<file path="src/rtl/spi_crc_sched_pkg.sv">
// Shared definitions for the SPI-CRC link scheduler: state encoding and the
// link-facing defaults that must agree with the spi_crc master.
package spi_crc_sched_pkg;

  // Defaults shared with the spi_crc link.
  localparam int SPI_DATA_WIDTH = 8;
  localparam int SPI_NUM_REQ    = 4;

  // Scheduler state encoding.
  localparam int ST_W = 3;
  localparam logic [ST_W-1:0] ST_IDLE  = 3'd0;
  localparam logic [ST_W-1:0] ST_START = 3'd1;
  localparam logic [ST_W-1:0] ST_WAIT  = 3'd2;
  localparam logic [ST_W-1:0] ST_RESP  = 3'd3;
  localparam logic [ST_W-1:0] ST_GAP   = 3'd4;

endpackage

</file>
<file path="src/rtl/spi_rr_arbiter.sv">
// Combinational round-robin picker: scans req_valid starting at rr_ptr and
// wrapping, returns a one-hot grant and its index. Reusable for any shared bus.
module spi_rr_arbiter #(
  parameter int NUM_REQ = 4,
  parameter int IDX_W   = $clog2(NUM_REQ)
) (
  input  logic [NUM_REQ-1:0] req_valid,
  input  logic [IDX_W-1:0]   rr_ptr,
  output logic [NUM_REQ-1:0] grant,
  output logic [IDX_W-1:0]   grant_idx
);

  localparam int SUM_W = IDX_W + 1;
  localparam logic [SUM_W-1:0] NUM_REQ_S = SUM_W'(NUM_REQ);

  logic             found;
  logic [SUM_W-1:0] sum;
  logic [IDX_W-1:0] slot;

  // First valid requester at or after rr_ptr (with wrap) wins.
  always_comb begin
    grant     = '0;
    grant_idx = '0;
    found     = 1'b0;
    sum       = '0;
    slot      = '0;
    for (int off = 0; off < NUM_REQ; off++) begin
      sum = {1'b0, rr_ptr} + SUM_W'(off);
      if (sum >= NUM_REQ_S) begin
        sum = sum - NUM_REQ_S;
      end
      slot = sum[IDX_W-1:0];
      if (!found && req_valid[slot]) begin
        found       = 1'b1;
        grant       = '0;
        grant[slot] = 1'b1;
        grant_idx   = slot;
      end
    end
  end

endmodule

</file>
<file path="src/rtl/spi_crc_sched.sv">
// Round-robin scheduler sharing one SPI-CRC master link between NUM_REQ
// requesters. One transfer at a time: accept, start pulse, wait for the
// finish rising edge (or time out), return the reply, then hold a gap so the
// link's slave select can return high before the next transfer.
module spi_crc_sched
  import spi_crc_sched_pkg::*;
#(
  parameter int NUM_REQ        = SPI_NUM_REQ,
  parameter int DATA_WIDTH     = SPI_DATA_WIDTH,
  parameter int GAP_CYCLES     = 4,
  parameter int TIMEOUT_CYCLES = 1024
) (
  input  logic                          clk_m,
  input  logic                          rst,
  input  logic [NUM_REQ-1:0]            req_valid,
  input  logic [NUM_REQ*DATA_WIDTH-1:0] req_data,
  output logic [NUM_REQ-1:0]            req_ready,
  output logic [NUM_REQ-1:0]            resp_valid,
  output logic [DATA_WIDTH-1:0]         resp_data,
  output logic                          resp_err,
  output logic                          spi_start,
  output logic [DATA_WIDTH-1:0]         spi_data_in,
  input  logic                          spi_finish,
  input  logic [DATA_WIDTH-1:0]         spi_data_out,
  output logic                          busy,
  output logic [$clog2(NUM_REQ)-1:0]    cur_grant
);

  localparam int IDX_W   = $clog2(NUM_REQ);
  // Timeout and gap share one counter, sized for the larger of the two.
  localparam int CNT_MAX = (TIMEOUT_CYCLES > GAP_CYCLES) ? TIMEOUT_CYCLES : GAP_CYCLES;
  localparam int CNT_W   = $clog2(CNT_MAX + 1);
  localparam logic [CNT_W-1:0] TO_LAST  = CNT_W'(TIMEOUT_CYCLES - 1);
  localparam logic [CNT_W-1:0] GAP_LAST = (GAP_CYCLES > 0) ? CNT_W'(GAP_CYCLES - 1) : '0;
  localparam logic [IDX_W-1:0] LAST_IDX = IDX_W'(NUM_REQ - 1);

  logic [ST_W-1:0]       state_q;
  logic [IDX_W-1:0]      rr_ptr_q;
  logic [IDX_W-1:0]      grant_q;
  logic                  fin_prev_q;
  logic [CNT_W-1:0]      cnt_q;
  logic [DATA_WIDTH-1:0] tx_q;
  logic [DATA_WIDTH-1:0] rx_q;
  logic                  err_q;

  logic [NUM_REQ-1:0]    arb_grant;
  logic [IDX_W-1:0]      arb_idx;
  logic [DATA_WIDTH-1:0] sel_data;
  logic                  fin_edge;
  logic                  accept;

  spi_rr_arbiter #(
    .NUM_REQ (NUM_REQ),
    .IDX_W   (IDX_W)
  ) u_arb (
    .req_valid (req_valid),
    .rr_ptr    (rr_ptr_q),
    .grant     (arb_grant),
    .grant_idx (arb_idx)
  );

  // Only IDLE offers a grant; reset suppresses it so nothing is accepted
  // in the cycle the scheduler is being cleared.
  assign req_ready = (state_q == ST_IDLE && !rst) ? arb_grant : '0;
  assign accept    = |(req_valid & req_ready);
  assign fin_edge  = spi_finish & ~fin_prev_q;

  assign spi_start   = (state_q == ST_START);
  assign spi_data_in = tx_q;
  assign resp_valid  = (state_q == ST_RESP) ? (NUM_REQ'(1) << grant_q) : '0;
  assign resp_data   = rx_q;
  assign resp_err    = err_q;
  assign busy        = (state_q != ST_IDLE);
  assign cur_grant   = grant_q;

  // Mux the granted requester's TX word out of the packed request bus.
  always_comb begin
    sel_data = '0;
    for (int i = 0; i < NUM_REQ; i++) begin
      if (arb_grant[i]) begin
        sel_data = req_data[i*DATA_WIDTH +: DATA_WIDTH];
      end
    end
  end

  // Transfer sequencing, round-robin pointer, finish edge history and the
  // shared timeout/gap counter.
  always_ff @(posedge clk_m) begin
    if (rst) begin
      state_q    <= ST_IDLE;
      rr_ptr_q   <= '0;
      grant_q    <= '0;
      fin_prev_q <= 1'b0;
      cnt_q      <= '0;
      tx_q       <= '0;
      rx_q       <= '0;
      err_q      <= 1'b0;
    end else begin
      // Tracked in every state so a finish level held from an earlier
      // transfer never looks like a fresh edge.
      fin_prev_q <= spi_finish;
      case (state_q)
        ST_IDLE: begin
          if (accept) begin
            tx_q     <= sel_data;
            grant_q  <= arb_idx;
            rr_ptr_q <= (arb_idx == LAST_IDX) ? '0 : arb_idx + IDX_W'(1);
            state_q  <= ST_START;
          end
        end
        ST_START: begin
          cnt_q   <= '0;
          state_q <= ST_WAIT;
        end
        ST_WAIT: begin
          // A finish edge on the final count still counts as success.
          if (fin_edge) begin
            rx_q    <= spi_data_out;
            err_q   <= 1'b0;
            state_q <= ST_RESP;
          end else if (cnt_q == TO_LAST) begin
            rx_q    <= '0;
            err_q   <= 1'b1;
            state_q <= ST_RESP;
          end else begin
            cnt_q <= cnt_q + CNT_W'(1);
          end
        end
        ST_RESP: begin
          cnt_q   <= '0;
          state_q <= (GAP_CYCLES == 0) ? ST_IDLE : ST_GAP;
        end
        ST_GAP: begin
          if (cnt_q == GAP_LAST) begin
            state_q <= ST_IDLE;
          end else begin
            cnt_q <= cnt_q + CNT_W'(1);
          end
        end
        default: state_q <= ST_IDLE;
      endcase
    end
  end

endmodule
</file>
<file path="config.mk">
export PLATFORM = sky130hd
export DESIGN_NAME = spi_crc_sched
export DESIGN_NICKNAME = d
export VERILOG_FILES = /design/src/rtl/spi_crc_sched_pkg.sv /design/src/rtl/spi_rr_arbiter.sv /design/src/rtl/spi_crc_sched.sv
export SDC_FILE = /design/constraint.sdc
export NUM_CORES = 1
export LEC_CHECK = 0
export BUFFER_PORTS_ARGS = -buffer_cell sky130_fd_sc_hd__buf_2
export CAP_MARGIN = 5
export CORE_ASPECT_RATIO = 1.25
export CORE_MARGIN = 10
export CORE_UTILIZATION = 30
export DETAILED_ROUTE_END_ITERATION = 6
export GPL_TIMING_DRIVEN = 0
export PLACE_DENSITY = 0.57
export SYNTH_ARGS = -nofsm -noshare
export SYNTH_HDL_FRONTEND = slang
export SYNTH_SLANG_ARGS = --single-unit
</file>
<file path="constraint.sdc">
create_clock -name clk_m -period 4.21 [get_ports clk_m]
set_input_delay 0.421 -clock clk_m [delete_from_list [all_inputs] [get_ports clk_m]]
set_output_delay 0.421 -clock clk_m [all_outputs]
set_load 0.03 [all_outputs]
</file>
==> out/summary.txt, run 1 <==
status: finished, final reports clean
overflow left after global routing: 0
CP Capture Type: output pin
initial antenna violation count: 0
hold slack: 371 ps
IO Count: 76
RSZ-0062 raised after global routing: false
CTS tree: done
Hold Crit Class: primary input to register
Final Cycle Share: 93.7%
antenna-violating nets left: 0
drt initial violations: 190
Seq/Total Area, Yosys: 25.7%
CTS H-tree depth: 2
All-Layer GR Usage: 12.8%
drt wl/cell: 15.6 um
share of cells above drive strength 1: 27.0%
commonest non-fill, non-tap cell in the layout: buf_2
root buf cell: clkbuf_16
Final Instance Area: 3470 um^2
initial cell density of the core: 30.8%
Total Negative Setup Slacks: 0 ps
final wirelength: 8.76 mm
input/output buffers: 74
Max-slew headroom: 53.7%
Detailed Place HPWL: 6.84 mm
DRC: 0
Hold Vio Cnt, Final: 0
Area Growth Syn to Fin: 23.8%
Max Fclk: 254 MHz
leakage: 1.49 nW
Bufs on Longest Clock Path: 2
crit path DAT: 3520 ps
CTS Buf Count: 5
Mapped Cells: 356
post-placement cell count: 553
synthesis-stage register bit count: 36
vias in the first global route: 2913
# clock sinks: 36
Max FO, Critical Path: 10
startpoint types: register
largest net degree at the start of global routing: 12
drt via density: 5.23
gpl congestion: 0.894
Post-DP Area: 3330 um^2
async set-or-reset flop fraction in the synthesized netlist: 0%
clk_skew: 10.6 ps
fin. max-slew vios: 0
final cell count without fillers: 560
register clock-pin slew on the reported worst setup and hold paths: 60 ps
Synth Warn #: 0
Rows: 39
Antenna diodes: 0
CP required: 3790 ps
Mapped Nets: 410
worst vdd ir: 331 uV
Power Total: 2.49 mW
Layout Nets: 490
die height: 128 um
worst skew pair latency: 280 ps
pwr dens: 715 nW/um^2
Vias: 2931
number of synthesized flops with an enable pin: 0
Synth Area per Inst: 7.89 um^2
crit path time final: 3940 ps
setup violators final: 0
DR pass1 iterations: 4
fillers: 957
max-cap violations: 0
wire length of the first global-routing pass: 14.6 mm
commonest non-fill, non-tap cells in the layout: buf_2, nor2_1, dfxtp_1
kind of critical path: register to output pin
Post-CTS Repair Setup Buffers: 0
main flop type after synthesis: dfxtp_1
Core ar.: 9130 um^2
count of different cell masters after synthesis: 70
Die W: 107 um
Mapped Area: 2810 um^2
area of the die: 13700 um^2
Worst Tran Pin Value: 693 ps
[report_power, final]
part | switching (mW) | leakage, nW | internal, mW
clock network | 0.140 | 0.0681 | 0.221
registers | 0.0602 | 0.294 | 0.409
logic | 1.04 | 1.12 | 0.613
[path summary, 6_finish.rpt]
path	from	end	slack [ps]	depth (start not counted)
worst min-delay path	spi_finish	fin_prev_q	370	2
worst min register to register	cnt_q[1]	cnt_q[1]	480	2
worst max register to register	register	spi_data_in[1]	550	11
worst max-delay path	register	req_ready[2]	270	9
[final cells by class]
| cell class | count | area [um^2] | share of cell area [%] |
|---|---|---|---|
| plain buffers | 23 | 110 | 3.17 |
| clock buffers | 7 | 133 | 3.82 |
| clock inverters | 1 | 8.76 | 0.252 |
| well taps | 123 | 154 | 4.43 |
| flip-flops and latches | 36 | 722 | 20.8 |
| repair buffers | 74 | 370 | 10.7 |
| inverters | 21 | 78.8 | 2.27 |
| multi-input cells | 275 | 1900 | 54.6 |
[layer usage]
metal / up-vias / wire length, um / global-route usage (%)
li1: 1476 / - / -
met3: 15 / 366 / 2.41
met4: 0 / 165 / 4.55
met1: 1369 / 3790 / 15.6
met5: - / 0 / 0
met2: 71 / 4440 / 21.8
[repair_timing]
item	CTS	global route
hold endpoints to repair	0	0
resized for setup	2	0
setup endpoints to repair	1	1
hold buffers	0	0
[metrics by stage]
step / worst slack (ps) / utilization (%)
after floorplan: 644 / -
after global placement: 364 / 36.5
after detailed placement: 233 / 36.5
after CTS: 133 / 38.1
after global routing: 50.1 / 38.1
final: 267 / 38.1
[kinds of logic after synthesis]
group	share of synthesized area, %
compound gates	34.5
simple gates	22.8
fa+ha+maj	3.12
xor+xnor	2.81
buf+inv	6.86
mux	4.28
flops	25.7
[worst max-delay path, cell delays in order (launching register included)]
cell and delay (ps):
dfxtp_2 450, buf_2 250, inv_1 130, ha_1 370, mux4_2 610, or3b_4 430, a21oi_4 300, or2_1 320
nor2b_1 160, buf_2 210
[state kept, by name, summed over array words and instances, names as in the netlist, named ones only]
register / cells
cnt_q: 11
cur_grant: 2
fin_prev_q: 1
resp_data: 8
resp_err: 1
rr_ptr_q: 1
spi_data_in: 8
state_q: 3
[synth_stat cells, types with 9 or more instances]
| library cell | count | area share [%] |
|---|---|---|
| clkbuf_1 | 12 | 1.6 |
| nand2_1 | 31 | 4.1 |
| buf_2 | 10 | 1.8 |
| a21oi_1 | 24 | 4.3 |
| nor2_1 | 46 | 6.1 |
| o31ai_1 | 10 | 2.7 |
| dfxtp_1 | 36 | 26 |
| inv_1 | 21 | 2.8 |
| o21bai_1 | 9 | 2.4 |
| o21a_1 | 10 | 2.7 |
Note: power is estimated with default switching activity, not from simulation.
==> run 2, diff against run 1 <==
Settings changed: BUFFER_PORTS_ARGS -buffer_cell sky130_fd_sc_hd__buf_2 to unset, DONT_BUFFER_PORTS set to 1, PLACE_DENSITY 0.57 to 0.5, SKIP_CTS_REPAIR_TIMING set to 1.
==> run 2 against run 1 <==
Compared with the run above:
- combinational power shrank 8%
- non-clock buffer count shrank 74
- count of clock-buffer cells in the layout shrank 1
- via count shrank 9.4%
- critical endpoint is now req_ready[1]
==> out/summary.txt, run 2 (same netlist as run 1, synthesis figures left out) <==
status: finished, final reports clean
Layout Nets: 416 (-15%)
final cell count without fillers: 485 (-13%)
All-Layer GR Usage: 12.0% (-0.76 points)
register area: 722 um^2 (unchanged)
switch share: 51.0% (+0.98 points)
register clock-pin slew on the reported worst setup and hold paths: 50 ps (about the same)
Detailed Place HPWL: 6.62 mm (-3.1%)
drt via density: 5.48 (+4.6%)
antenna-violating nets left: 0 (unchanged)
max FFs per register: 11 (unchanged)
commonest non-fill, non-tap cell in the layout: nor2_1
Largest Register: cnt_q
share of cells above drive strength 1: 12.7% (-14 points)
# clock sinks: 36 (unchanged)
commonest non-fill, non-tap cells in the layout: nor2_1, dfxtp_1, nand2_1
Max-slew headroom: 33.0% (-21 points)
worst skew pair latency: 270 ps (about the same)
hold slack: 284 ps (-86.3 ps)
input/output buffers: 0 (-100%)
clk_skew: 1.86 ps (-8.72 ps)
wire length of the first global-routing pass: 13.5 mm (-7.8%)
Antenna diodes: 0 (unchanged)
startpoint types: register
Final Cycle Share: 94.6% (+0.92 points)
kind of critical path: register to output pin
switching power of the nets: 1.23 mW (-0.96%)
Gate power share: 62.8% (-3.8 points)
Pint: 1.18 mW (-4.8%)
CTS Buf Count: 5 (unchanged)
Worst Tran Pin Value: 1000 ps (+310 ps)
initial cell density of the core: 30.8% (unchanged)
Vias: 2656 (-9.4%)
Bufs on Longest Clock Path: 2 (unchanged)
setup violators final: 0 (unchanged)
final wirelength: 8.65 mm (-1.3%)
Hold Crit Class: primary input to register
vias in the first global route: 2571 (-12%)
CP max-delay cell: mux4_2
worst vdd ir: 264 uV (-20%)
CP required: 3790 ps (about the same)
leakage: 1.16 nW (-22%)
IO Count: 76 (unchanged)
Rows: 39 (unchanged)
Clock Power Share: 14.3% (-0.2 points)
drt initial violations: 167 (-12%)
part of the power in registers: 22.9% (+4.0 points)
CP Capture Type: output pin
CTS H-tree depth: 2 (unchanged)
die height: 128 um (unchanged)
Post-DP Area: 2960 um^2 (-11%)
max-cap violations: 0 (unchanged)
gpl congestion: 0.837 (-6.3%)
crit path time final: 3980 ps (+38.6 ps)
root buf cell: clkbuf_16
pwr dens: 777 nW/um^2 (+8.6%)
crit path DAT: 3560 ps (+40 ps)
Final Instance Area: 3110 um^2 (-11%)
crit-path cells: buf_2 -> inv_1 -> ha_1 -> mux4_2 -> or3b_1 -> a22oi_4 -> buf_2 -> nor2_1 -> nor2_1
Final Util: 34.1% (-4.0 points)
RSZ-0062 raised after global routing: false
Max FO, Critical Path: 10 (unchanged)
fillers: 995 (+4.0%)
fin. max-slew vios: 0 (unchanged)
largest net degree at the start of global routing: 11 (-1)
DRC: 0 (unchanged)
Max Fclk: 251 MHz (-0.97%)
Area Growth Syn to Fin: 10.7%
initial antenna violation count: 0 (unchanged)
post-placement cell count: 479 (-13%)
Core ar.: 9130 um^2 (unchanged)
area of the multi-input gates: 1910 um^2 (+0.59%)
CTS tree: done
Max stage delay on crit path: 610 ps (about the same)
overflow left after global routing: 0 (unchanged)
drt wl/cell: 17.8 um (+14%)
Hold Vio Cnt, Final: 0 (unchanged)
DR pass1 iterations: 4 (unchanged)
area of the die: 13700 um^2 (unchanged)
Die W: 107 um (unchanged)
[run 2: worst paths after layout]
path / startpoint / slack, ps / endpoint / cells past startpoint
max: register / 230 / req_ready[1] / 9
min: spi_finish / 280 / fin_prev_q / 1
max reg2reg: register / 560 / spi_data_in[1] / 10
min reg2reg: cnt_q[1] / 480 / cnt_q[1] / 2
[run 2: through the flow]
step	total power, mW	setup WS (ps)	setup TNS (ps)
after detailed placement	2.06	103	0
final	2.41	229	0
after floorplan	1.73	644	0
after CTS	2.42	-199	-199
after global routing	2.62	10.5	0
after global placement	2.05	154	0
[run 2: cell type report]
cell class | count | area share (%)
buffer | 23 | 3.54
clock inverter | 1 | 0.161
multi-input combinational | 275 | 61.4
clock buffer | 6 | 4.15
tap | 123 | 4.95
sequential | 36 | 23.2
inverter | 21 | 2.54
[run 2: power by group through the flow]
stage / sequential [mW] / combinational (mW) / clock, mW
finish: 0.552 / 1.52 / 0.345
global route: 0.566 / 1.68 / 0.372
CTS: 0.554 / 1.51 / 0.356
detailed placement: 0.562 / 1.50 / 0
global placement: 0.560 / 1.49 / 0
floorplan: 0.533 / 1.19 / 0
[run 2: worst max-delay path: cells and delay by family (launching register included)]
kind | cells | cell delay, ps
simple gates | 3 | 930
buf+inv | 3 | 650
mux | 1 | 610
flops | 1 | 440
fa+ha+maj | 1 | 350
compound gates | 1 | 300
[run 2: metal layers]
metal	global-route usage, %	vias to the layer above	routed length [um]
met5	0	-	0
met4	4.47	0	142
met3	4.07	6	578
met2	19.8	66	4270
met1	14.1	1258	3670
li1	-	1326	-
